### config.mk
export PLATFORM = sky130hd
export DESIGN_NAME = mem_arbiter
export DESIGN_NICKNAME = d
export VERILOG_FILES = /design/src/rtl/mem_arbiter.sv
export SDC_FILE = /design/constraint.sdc
export NUM_CORES = 1
export LEC_CHECK = 0
export CORE_MARGIN = 2
export CORE_UTILIZATION = 47
export CTS_CLUSTER_DIAMETER = 100
export CTS_CLUSTER_SIZE = 14
export DETAILED_ROUTE_END_ITERATION = 7
export GPL_TIMING_DRIVEN = 0
export PLACE_DENSITY_LB_ADDON = 0.15
export SLEW_MARGIN = 10
export SYNTH_ARGS = -nofsm -noshare
export SYNTH_HDL_FRONTEND = slang
export SYNTH_SLANG_ARGS = --single-unit
### constraint.sdc
create_clock -name clk -period 4.9 [get_ports clk]
set_input_delay 1.225 -clock clk [delete_from_list [all_inputs] [get_ports clk]]
set_output_delay 1.225 -clock clk [all_outputs]
set_load 0.02 [all_outputs]
### src/rtl/mem_arbiter.sv
// mem_arbiter: two-port arbiter/sequencer in front of the SAP-3 MAR+RAM block.
// Port 0 is the CPU and port 1 is the loader/DMA. Each single-word request
// becomes a MAR load followed by a RAM access. Read data or a write-completion
// pulse is then returned to the requester that owns the transaction.
module mem_arbiter #(
  parameter int unsigned ADDR_W = 16,
  parameter int unsigned DATA_W = 8,
  parameter bit          RR_EN  = 1'b1
) (
  input  logic              clk,
  input  logic              rst,
  input  logic              req0,
  input  logic              req1,
  input  logic              we0,
  input  logic              we1,
  input  logic [ADDR_W-1:0] addr0,
  input  logic [ADDR_W-1:0] addr1,
  input  logic [DATA_W-1:0] wdata0,
  input  logic [DATA_W-1:0] wdata1,
  output logic              done0,
  output logic              done1,
  output logic [DATA_W-1:0] rdata,
  output logic              mem_load_mar,
  output logic              mem_load_ram,
  output logic [ADDR_W-1:0] mem_data_in,
  input  logic [DATA_W-1:0] mem_out,
  output logic              busy,
  output logic              owner
);

  typedef enum logic [1:0] {
    IDLE   = 2'd0,
    ADDR   = 2'd1,
    ACCESS = 2'd2,
    DONE   = 2'd3
  } state_t;

  state_t              state_q, state_d;
  logic                win_q, win_d;
  logic                we_q, we_d;
  logic [ADDR_W-1:0]   addr_q, addr_d;
  logic [DATA_W-1:0]   wdata_q, wdata_d;
  logic [DATA_W-1:0]   rdata_q, rdata_d;
  logic                owner_q, owner_d;
  logic                last_q, last_d;
  logic                load_mar_q, load_mar_d;
  logic                load_ram_q, load_ram_d;
  logic [ADDR_W-1:0]   data_in_q, data_in_d;
  logic                done0_q, done0_d;
  logic                done1_q, done1_d;
  logic                busy_q, busy_d;
  logic                grant;

  // Next-state, arbitration and next registered-output computation.
  // The outputs are derived from the next state, so they line up with the
  // state register after each edge.
  always_comb begin
    state_d = state_q;
    win_d   = win_q;
    we_d    = we_q;
    addr_d  = addr_q;
    wdata_d = wdata_q;
    rdata_d = rdata_q;
    owner_d = owner_q;
    last_d  = last_q;
    grant   = 1'b0;

    case (state_q)
      IDLE: begin
        if (req0 || req1) begin
          if (req0 && req1) grant = RR_EN ? ~last_q : 1'b0;
          else              grant = req1;
          win_d   = grant;
          owner_d = grant;
          last_d  = grant;
          we_d    = grant ? we1    : we0;
          addr_d  = grant ? addr1  : addr0;
          wdata_d = grant ? wdata1 : wdata0;
          state_d = ADDR;
        end
      end
      ADDR:   state_d = ACCESS;
      ACCESS: begin
        if (!we_q) rdata_d = mem_out;
        state_d = DONE;
      end
      DONE:   state_d = IDLE;
      default: state_d = IDLE;
    endcase

    load_mar_d = (state_d == ADDR);
    load_ram_d = (state_d == ACCESS) && we_d;
    data_in_d  = '0;
    if (state_d == ADDR)              data_in_d = addr_d;
    else if (state_d == ACCESS && we_d) data_in_d[DATA_W-1:0] = wdata_d;
    done0_d = (state_d == DONE) && !win_d;
    done1_d = (state_d == DONE) &&  win_d;
    busy_d  = (state_d != IDLE);
  end

  // State, latched request, and registered outputs, with synchronous reset.
  always_ff @(posedge clk) begin
    if (rst) begin
      state_q    <= IDLE;
      win_q      <= 1'b0;
      we_q       <= 1'b0;
      addr_q     <= '0;
      wdata_q    <= '0;
      rdata_q    <= '0;
      owner_q    <= 1'b0;
      last_q     <= 1'b1;
      load_mar_q <= 1'b0;
      load_ram_q <= 1'b0;
      data_in_q  <= '0;
      done0_q    <= 1'b0;
      done1_q    <= 1'b0;
      busy_q     <= 1'b0;
    end else begin
      state_q    <= state_d;
      win_q      <= win_d;
      we_q       <= we_d;
      addr_q     <= addr_d;
      wdata_q    <= wdata_d;
      rdata_q    <= rdata_d;
      owner_q    <= owner_d;
      last_q     <= last_d;
      load_mar_q <= load_mar_d;
      load_ram_q <= load_ram_d;
      data_in_q  <= data_in_d;
      done0_q    <= done0_d;
      done1_q    <= done1_d;
      busy_q     <= busy_d;
    end
  end

  // load_ram is masked by rst so that a reset landing in ACCESS cannot
  // commit the write on that same edge.
  assign mem_load_ram = load_ram_q & ~rst;
  assign mem_load_mar = load_mar_q;
  assign mem_data_in  = data_in_q;
  assign done0        = done0_q;
  assign done1        = done1_q;
  assign rdata        = rdata_q;
  assign busy         = busy_q;
  assign owner        = owner_q;

endmodule
# Yosys cells after proc, flatten, opt, wreduce, memory -nomap -nowiden
# Index checks and enable logic that the tools add are counted.
[word_totals]
output_inout_bits = 30
wordCells = 55
in_bits = 62
register_bits = 59
[op_classes]
n_reduce_logical = 11
n_eq_ne = 6
n_mux = 18
n_bitwise = 5
[op_table]
columns = ["operator", "n"]
rows = [
  ["16-bit 2-to-1 mux", 3],
  ["8-bit 2-to-1 mux", 5],
  ["2-bit equality test (second input constant)", 4],
  ["1-bit 2-to-1 mux", 8],
  ["2-bit case mux with 4 select lines", 1],
  ["2-bit by 1-bit equality test with 1-bit output (second input constant)", 2],
  ["1-bit logical AND", 4],
  ["1-bit NOT", 4],
  ["2-bit AND reduction", 2],
  ["2-bit zero test", 1],
  ["2-bit 2-to-1 mux", 1],
  ["2-bit nonzero test", 1],
  ["2-bit OR reduction", 1],
  ["1-bit bitwise AND", 1],
  ["1-bit zero test", 1],
  ["1-bit logical OR", 1],
]

# Logic depth before layout (Yosys ltp)
# Gate-level depths: netlist (run 1).
[depth]
word_depth = 10
mapped_depth = 7
depth_no_buf = 6

# Worst setup path before layout (run 1)
# Ideal clock, no wire load.
[synth_timing]
path_type = "input to output"
from = "input rst"
to = "output mem_load_ram"
required_time_ps = 3675
cell_stages = 3
arrival_ps = 1909
setup_slack_ps = 1766
path_buffers = 2
path_cell_list = "clkbuf_1 > clkbuf_1 > nor2b_1"
[synth_via]
elab_chain_len = 2
[synth_lines]
columns = ["item", "line", "source"]
rows = [
  ["start: declaration", "11", "input logic rst,"],
  ["1-bit NOT", "138", "assign mem_load_ram = load_ram_q & ~rst;"],
  ["1-bit bitwise AND", "138", ""],
  ["end: declaration", "24", "output logic mem_load_ram,"],
]
# Every way passes these cells.

# Final worst setup path (run 1)
# Ends and elaborated chain as after synthesis.

==> results of run 1 <==
[routing by layer]
metal,up-vias,track usage (%)
met5,-,0
met4,0,11.7
met3,10,4.89
met2,61,34.5
met1,960,26.3
li1,1038,-
[stage by stage]
stage / utilization [%] / setup WS (ns) / hold slack, ns
floorplan: - / 1.77 / 0.474
global placement: 67.7 / 1.11 / 0.470
detailed placement: 67.7 / 1.09 / 0.482
CTS: 70.9 / 1.09 / 0.496
global route: 70.9 / 1.00 / 0.534
finish: 70.9 / 1.11 / 0.490
[layout make-up]
class / instances / area (µm²) / share of cell area [%]
plain buffers: 17 / 98.8 / 2.77
clock buffers: 12 / 145 / 4.06
clock inverters: 3 / 15.0 / 0.420
inverters: 3 / 11.3 / 0.315
multi-input cells: 163 / 1130 / 31.7
flip-flops and latches: 59 / 1180 / 33.1
well taps: 70 / 87.6 / 2.45
repair buffers: 90 / 901 / 25.2
[worst min-delay path by stage]
stage,start,end,slack (ns)
floorplan,addr_q[0],addr_q[0],0.47
global placement,rdata[5],rdata[5],0.47
detailed placement,rdata[5],rdata[5],0.48
CTS,rdata[4],rdata[4],0.50
global route,addr_q[1],addr_q[1],0.53
finish,rdata[4],rdata[4],0.49
[cells by family (layout without fill, tap and decap cells)]
family | Yosys count | after routing | share of synthesized area, %
AO/OA/AOI/OAI | 41 | 41 | 20.1
adder cells (fa/ha/maj) | 5 | 5 | 2.58
buffers and inverters | 20 | 125 | 4.54
flip-flops | 59 | 59 | 48.7
multiplexers | 8 | 8 | 3.30
AND/OR/NAND/NOR | 109 | 109 | 20.7
[power by group]
group	switching (mW)	internal, mW	leakage [nW]
combinational	0.499	0.413	0.807
clock	0.178	0.192	0.0860
sequential	0.0579	0.645	0.486
[cells in the mapped netlist]
library cell | n | area (µm²)
o21a_1 | 1 | 7.51
buf_6 | 1 | 11.3
a311oi_1 | 4 | 35.0
buf_4 | 6 | 45.0
nor2_1 | 37 | 139
o32ai_1 | 1 | 8.76
nor2_2 | 1 | 6.26
nand2_1 | 49 | 184
buf_2 | 4 | 20.0
ha_1 | 5 | 62.6
or2_2 | 1 | 6.26
a21bo_1 | 1 | 10.0
a311oi_2 | 20 | 300
or2_1 | 1 | 6.26
mux2i_1 | 8 | 80.1
o21ai_0 | 1 | 5.00
o21bai_1 | 1 | 7.51
dfxtp_1 | 59 | 1180
nor2b_1 | 4 | 25.0
a22oi_1 | 2 | 15.0
a221o_1 | 1 | 10.0
a22o_1 | 8 | 70.1
nor4b_4 | 2 | 47.6
inv_1 | 3 | 11.3
nor3b_1 | 2 | 15.0
clkbuf_1 | 6 | 22.5
nor3_1 | 3 | 15.0
a21boi_4 | 1 | 18.8
and3b_1 | 1 | 8.76
and2_1 | 8 | 50.1
[flip-flops by register name, summed over array words and instances, names as in the netlist]
register,cells
addr_q,16
mem_data_in,16
rdata,8
wdata_q,8
state_q,2
busy,1
done0,1
done1,1
last_q,1
load_ram_q,1
mem_load_mar,1
owner,1
we_q,1
win_q,1
[critical path: stages]
cell,delay (ns)
clkbuf_1,0.25
clkbuf_1,0.45
nor2b_1,0.09
clkdlybuf4s50_1,0.55
==> flow_summary.json, run 1 <==
{
  "run_status": "finished clean",
  "viasPerCell": 4.96,
  "wl_met1_um": 2520,
  "cts.repair.resized": 0,
  "worstPathArrival_ns": 2.56,
  "die_w_um": 75.8,
  "fill_cells": 416,
  "r2r_slack_ns": 2.85,
  "port_buffers": 90,
  "leakage_nw": 1.38,
  "syn_nets": 309,
  "worst-path-max-fanout": 10,
  "drt_wl_total_um": 5800,
  "r2r_start": "state_q[0]",
  "grt_pass1_wl_um": 8980,
  "worstSetupStartpointType": "input port",
  "hold_path_depth": 2,
  "tightest_slew_ns": 0.745,
  "yosysUniqueCellTypes": 30,
  "path_class": "input port to primary output",
  "drive_gt1_share_pct": 14.1,
  "drc_errors": 0,
  "irDropWorstVdd_uv": 269,
  "grt_max_degree": 11,
  "synth_area_um2": 2420,
  "period_minus_slack_ns": 3.79,
  "syn_to_final_growth_pct": 47.4,
  "hp-class": "flop to flop",
  "first_pass_iters": 4,
  "routed.top_layer": "met4",
  "core_um2": 5040,
  "cts_tree": "yes",
  "crit_path_start": "rst",
  "dpl.hpwl_um": 4120,
  "fin_nets": 410,
  "required_ns": 3.67,
  "hold_viol": 0,
  "maxCapViolations": 0,
  "wl_per_cell_um": 13.9,
  "synth-seq-area-share_pct": 48.7,
  "end_kind": "primary output",
  "powerDensity_nw_per_um2": 556,
  "ctsHoldBuffers": 0,
  "rows": 26,
  "finClkSkew_ns": 0.00657,
  "wl_met3_um": 287,
  "wl_met2_um": 2860,
  "ys.warnings.count": 0,
  "max_freq_ghz": 0.264,
  "syn_inst": 242,
  "clkSinkCount": 59,
  "stdcell_count": 417,
  "postCtsSetupBuffers": 0,
  "die-area_um2": 5750,
  "synth.avg_cell_area_um2": 10.0,
  "fin_tns_setup_ns": 0,
  "design_area_um2": 3570,
  "crit_path_end": "mem_load_ram",
  "clk_root_buffer_cell": "clkbuf_8",
  "mostFrequentLayoutCell": "clkdlybuf4s50_1",
  "place_inst": 402,
  "final_cell_mix": "clkdlybuf4s50_1 (90), dfxtp_1 (59), nand2_1 (49)",
  "rsz0062_at_grt": "no",
  "die_height_um": 75.8,
  "dpl_cell_area_um2": 3410,
  "start_util_pct": 48.1,
  "power_mw": 1.99,
  "track_usage_pct": 21.4,
  "clkLatencyLatePin_ns": 0.33,
  "io_pins": 92,
  "timing.rr.end": "mem_data_in[6]",
  "cts_buffer_depth": 2,
  "drv_slew": 0,
  "gr-total-overflow": 0,
  "cts_buffers": 9,
  "ys_seq_elements": 59,
  "worst-r2r-cell-count": 6,
  "setup_viol": 0,
  "route.antenna.remaining_nets": 0,
  "slew_headroom_pct": 50.3,
  "grt_pass1_vias": 1963,
  "period_share_pct": 77.3,
  "clk_pin_slew_ns": 0.06,
  "place_congestion": 0.742,
  "antenna_cells": 0,
  "first_iter_violations": 87,
  "antenna_found_initial": 0,
  "ctsHtreeMaxLevel": 3,
  "vias": 2069
}
Note: power is estimated with default switching activity, not from simulation.
==> inputs of run 2 (changes only) <==
--- a/config.mk
+++ b/config.mk
@@ -6,7 +6,7 @@
 export NUM_CORES = 1
 export LEC_CHECK = 0
 export CORE_MARGIN = 2
-export CORE_UTILIZATION = 47
+export CORE_UTILIZATION = 44
 export CTS_CLUSTER_DIAMETER = 100
 export CTS_CLUSTER_SIZE = 14
 export DETAILED_ROUTE_END_ITERATION = 7
==> constraint.sdc (replaced) <==
create_clock -name clk -period 3.81 [get_ports clk]
set_input_delay 0.9525 -clock clk [delete_from_list [all_inputs] [get_ports clk]]
set_output_delay 0.9525 -clock clk [all_outputs]
set_load 0.02 [all_outputs]
==> flow_summary.json, run 2 (synthesis results as in run 1) <==
{
  "hp-class": "flop to flop",
  "port_buffers": 90,
  "irDropWorstVdd_uv": 466,
  "clkSinkCount": 59,
  "io_pins": 92,
  "drive_gt1_share_pct": 14.1,
  "first_iter_violations": 86,
  "postCtsSetupBuffers": 0,
  "cts_buffers": 9,
  "viasPerCell": 4.98,
  "met1_usage_pct": 23.6,
  "period_share_pct": 85.3,
  "clkLatencyLatePin_ns": 0.33,
  "drt_wl_total_um": 5730,
  "die_w_um": 78.2,
  "place_congestion": 0.771,
  "r2r_start": "state_q[0]",
  "path_class": "input port to primary output",
  "grt_pass1_vias": 1933,
  "path_buf_inv": 3,
  "max_freq_ghz": 0.308,
  "end_kind": "primary output",
  "seqCellArea_um2": 1180,
  "stdcell_count": 419,
  "crit_slowest_cell": "clkdlybuf4s50_1",
  "path_delay_family": "buffers and inverters",
  "grt_use_met2_pct": 30.5,
  "cpMostUsedCell": "clkbuf_1",
  "hold_viol": 0,
  "mostFrequentLayoutCell": "clkdlybuf4s50_1",
  "cts.repair.resized": 0,
  "die_height_um": 78.2,
  "path_cells": "clkbuf_1, clkbuf_1, nor2b_1, clkdlybuf4s50_1",
  "worstSetupStartpointType": "input port",
  "critPathMaxStageDelay_ns": 0.55,
  "first_pass_iters": 4,
  "crit_path_start": "rst",
  "fin_tns_setup_ns": 0,
  "drv_slew": 0,
  "wl_per_cell_um": 13.7,
  "syn_to_final_growth_pct": 47.5,
  "finClkSkew_ns": 0.00713,
  "start_util_pct": 44.9,
  "required_ns": 2.86,
  "place_inst": 404,
  "grt_max_degree": 11,
  "core_um2": 5410,
  "dpl_cell_area_um2": 3420,
  "powerDensity_nw_per_um2": 710,
  "rsz0062_at_grt": "no",
  "ctsHtreeMaxLevel": 3,
  "min_from": "rdata[1]",
  "clk_root_buffer_cell": "clkbuf_8",
  "worstPathArrival_ns": 2.30,
  "antenna_cells": 0,
  "busiest_layer": "met2",
  "cts_buffer_depth": 2,
  "design_area_um2": 3580,
  "worst-path-max-fanout": 10,
  "period_minus_slack_ns": 3.25,
  "track_usage_pct": 19.1,
  "setup_viol": 0,
  "route.antenna.remaining_nets": 0,
  "grt_use_met3_pct": 5.17,
  "antenna_found_initial": 0,
  "multiInputGateArea_um2": 1130,
  "cts_tree": "yes",
  "gr-total-overflow": 0,
  "maxCapViolations": 0,
  "die-area_um2": 6120,
  "ctsHoldBuffers": 0,
  "dpl.hpwl_um": 4070,
  "leakage_nw": 1.38,
  "grt_pass1_wl_um": 9030,
  "drc_errors": 0,
  "tightest_slew_ns": 0.737,
  "rows": 27,
  "final_cell_mix": "clkdlybuf4s50_1 (90), dfxtp_1 (59), nand2_1 (49)",
  "vias": 2088,
  "fill_cells": 482,
  "fin_nets": 410,
  "clk_pin_slew_ns": 0.06,
  "slew_headroom_pct": 50.9,
  "run_status": "finished clean"
}
==> run 2: worst reg2reg max path, cell delays in order, from the launching register on <==
cell      delay (ns)
dfxtp_1         0.40
inv_1           0.12
ha_1            0.31
o21bai_1        0.18
nor2_2          0.36
clkbuf_1        0.38
a22o_1          0.21
==> run 2: per-layer routing <==
layer  wire, µm  up-vias
met2       2800       72
met1       2520      963
li1           -     1042
met3        303       11
met5          0        -
met4        105        0
==> run 2: through the flow <==
step | total power [mW] | hold WS [ns] | utilization [%] | worst slack, ns
after floorplan | 1.67 | 0.474 | - | 1.22
after global placement | 2.07 | 0.471 | 63.2 | 0.564
after detailed placement | 2.08 | 0.485 | 63.2 | 0.539
after CTS | 2.56 | 0.500 | 66.2 | 0.526
after global routing | 2.70 | 0.520 | 66.2 | 0.438
final | 2.54 | 0.494 | 66.2 | 0.560
==> run 2: layout make-up <==
| class | count | area share (%) |
|---|---|---|
| well taps | 72 | 2.52 |
| clock buffers | 12 | 4.06 |
| multi-input cells | 163 | 31.7 |
| inverters | 3 | 0.315 |
| repair buffers | 90 | 25.2 |
| plain buffers | 17 | 2.76 |
| clock inverters | 3 | 0.420 |
| flip-flops and latches | 59 | 33.0 |
==> run 2: power breakdown <==
part,leakage [nW],switching [mW],internal (mW)
Combinational,0.807,0.636,0.531
Clock,0.0860,0.227,0.247
Sequential,0.486,0.0706,0.829
==> run 2: worst paths after layout <==
kind	cells after the start	slack [ns]	end
hold reg to reg	2	0.49	rdata[1]
hold / removal	2	0.49	rdata[1]
setup / recovery	4	0.56	mem_load_ram
setup reg to reg	6	1.79	mem_data_in[6]
==> inputs of run 3 (changes only) <==
--- a/config.mk
+++ b/config.mk
@@ -7,11 +7,12 @@
 export LEC_CHECK = 0
 export CORE_MARGIN = 2
 export CORE_UTILIZATION = 44
-export CTS_CLUSTER_DIAMETER = 100
+export CTS_CLUSTER_DIAMETER = 120
 export CTS_CLUSTER_SIZE = 14
 export DETAILED_ROUTE_END_ITERATION = 7
 export GPL_TIMING_DRIVEN = 0
 export PLACE_DENSITY_LB_ADDON = 0.15
+export RECOVER_POWER = 50
 export SLEW_MARGIN = 10
 export SYNTH_ARGS = -nofsm -noshare
 export SYNTH_HDL_FRONTEND = slang
==> constraint.sdc (replaced) <==
create_clock -name clk -period 3.6 [get_ports clk]
set_input_delay 0.9 -clock clk [delete_from_list [all_inputs] [get_ports clk]]
set_output_delay 0.9 -clock clk [all_outputs]
set_load 0.02 [all_outputs]
==> flow_summary.json, run 3 (synthesis results as in run 1) <==
{
  "max_freq_ghz": 0.318,
  "cpMostUsedCell": "clkbuf_1",
  "antenna_found_initial": 0,
  "drc_errors": 0,
  "ctsHoldBuffers": 0,
  "ctsHtreeMaxLevel": 3,
  "cts_buffer_depth": 2,
  "path_buf_inv": 3,
  "worstPathArrival_ns": 2.25,
  "grt_max_degree": 11,
  "clkSinkCount": 59,
  "clk_pin_slew_ns": 0.06,
  "worst-path-max-fanout": 10,
  "vias": 2087,
  "run_status": "finished clean",
  "wl_per_cell_um": 13.7,
  "core_um2": 5410,
  "leakage_nw": 1.45,
  "fin_nets": 410,
  "slew_headroom_pct": 51.4,
  "cts_tree": "yes",
  "track_usage_pct": 19.1,
  "period_minus_slack_ns": 3.15,
  "cts_buffers": 9,
  "critPathMaxStageDelay_ns": 0.55,
  "start_util_pct": 44.9,
  "drive_gt1_share_pct": 13.3,
  "powerDensity_nw_per_um2": 742,
  "viasPerCell": 4.98,
  "period_share_pct": 87.4,
  "postCtsSetupBuffers": 0,
  "mostFrequentLayoutCell": "clkdlybuf4s50_1",
  "irDropWorstVdd_uv": 477,
  "drv_slew": 0,
  "path_cells": "clkbuf_1, clkbuf_1, nor2b_1, clkdlybuf4s50_1",
  "end_kind": "primary output",
  "first_pass_iters": 5,
  "grt_pass1_wl_um": 9030,
  "first_iter_violations": 81,
  "dpl.hpwl_um": 4070,
  "hp-class": "flop to flop",
  "power_mw": 2.64,
  "die_height_um": 78.2,
  "rows": 27,
  "port_buffers": 90,
  "gr-total-overflow": 0,
  "path_class": "input port to primary output",
  "clkLatencyLatePin_ns": 0.33,
  "path_delay_family": "buffers and inverters",
  "route.antenna.remaining_nets": 0,
  "maxCapViolations": 0,
  "rsz0062_at_grt": "no",
  "die-area_um2": 6120,
  "io_pins": 92,
  "crit_slowest_cell": "clkdlybuf4s50_1",
  "drt_wl_total_um": 5750,
  "clk_root_buffer_cell": "clkbuf_8",
  "tightest_slew_ns": 0.729,
  "worstSetupStartpointType": "input port",
  "required_ns": 2.70,
  "cts.repair.resized": 0,
  "setup_viol": 0,
  "die_w_um": 78.2,
  "place_congestion": 0.771,
  "hold_viol": 0,
  "grt_pass1_vias": 1933,
  "stdcell_count": 419,
  "fin_tns_setup_ns": 0,
  "syn_to_final_growth_pct": 46.6,
  "place_inst": 404,
  "final_cell_mix": "clkdlybuf4s50_1 (60), dfxtp_1 (59), nand2_1 (49)",
  "finClkSkew_ns": 0.00912,
  "antenna_cells": 0
}
## run 3: metal layers
metal / GRT usage (%) / part of all wire [%] / up-vias
met1: 23.6 / 43 / 958
met4: 10.2 / 2.1 / 0
met2: 30.5 / 49 / 74
met3: 5.17 / 5.9 / 14
li1: - / - / 1041
met5: 0 / 0 / -
## run 3: cell type report
| type | count | area [µm²] |
|---|---|---|
| Inverter | 3 | 11.3 |
| Timing Repair Buffer | 90 | 901 |
| Buffer | 17 | 93.8 |
| Sequential cell | 59 | 1180 |
| Clock buffer | 12 | 145 |
| Fill cell | 487 | 1850 |
| Tap cell | 72 | 90.1 |
| Clock inverter | 3 | 15.0 |
| Multi-Input combinational cell | 163 | 1120 |
## run 3: worst reg2reg max path, delay by kind of cell, from the launching register on
kind | cells | cell delay [ns]
and+or+nand+nor | 3 | 1.36
DFF | 1 | 0.33
AOI/OAI and AO/OA | 1 | 0.22
adders and majority gates | 1 | 0.21
buffers and inverters | 1 | 0.13
## run 3: path summary, 6_finish.rpt
path / start / end / slack [ns] / cells past startpoint
min: rdata[0] / rdata[0] / 0.49 / 2
max: rst / mem_load_ram / 0.45 / 4
min reg2reg: rdata[0] / rdata[0] / 0.49 / 2
max reg2reg: state_q[0] / mem_data_in[6] / 1.29 / 6
## run 3: power by group
group / total [mW] / internal, mW / switching [mW]
clock network: 0.506 / 0.261 / 0.245
registers: 0.945 / 0.877 / 0.0680
logic: 1.19 / 0.514 / 0.674
## run 3: metrics by stage
step	hold slack, ns	area (µm²)	worst slack [ns]	util, %
after global routing	0.519	3560	0.333	65.8
final	0.488	3560	0.454	65.8
after floorplan	0.474	2420	1.12	-
after detailed placement	0.485	3420	0.434	63.2
after CTS	0.500	3580	0.421	66.2
after global placement	0.471	3420	0.459	63.2
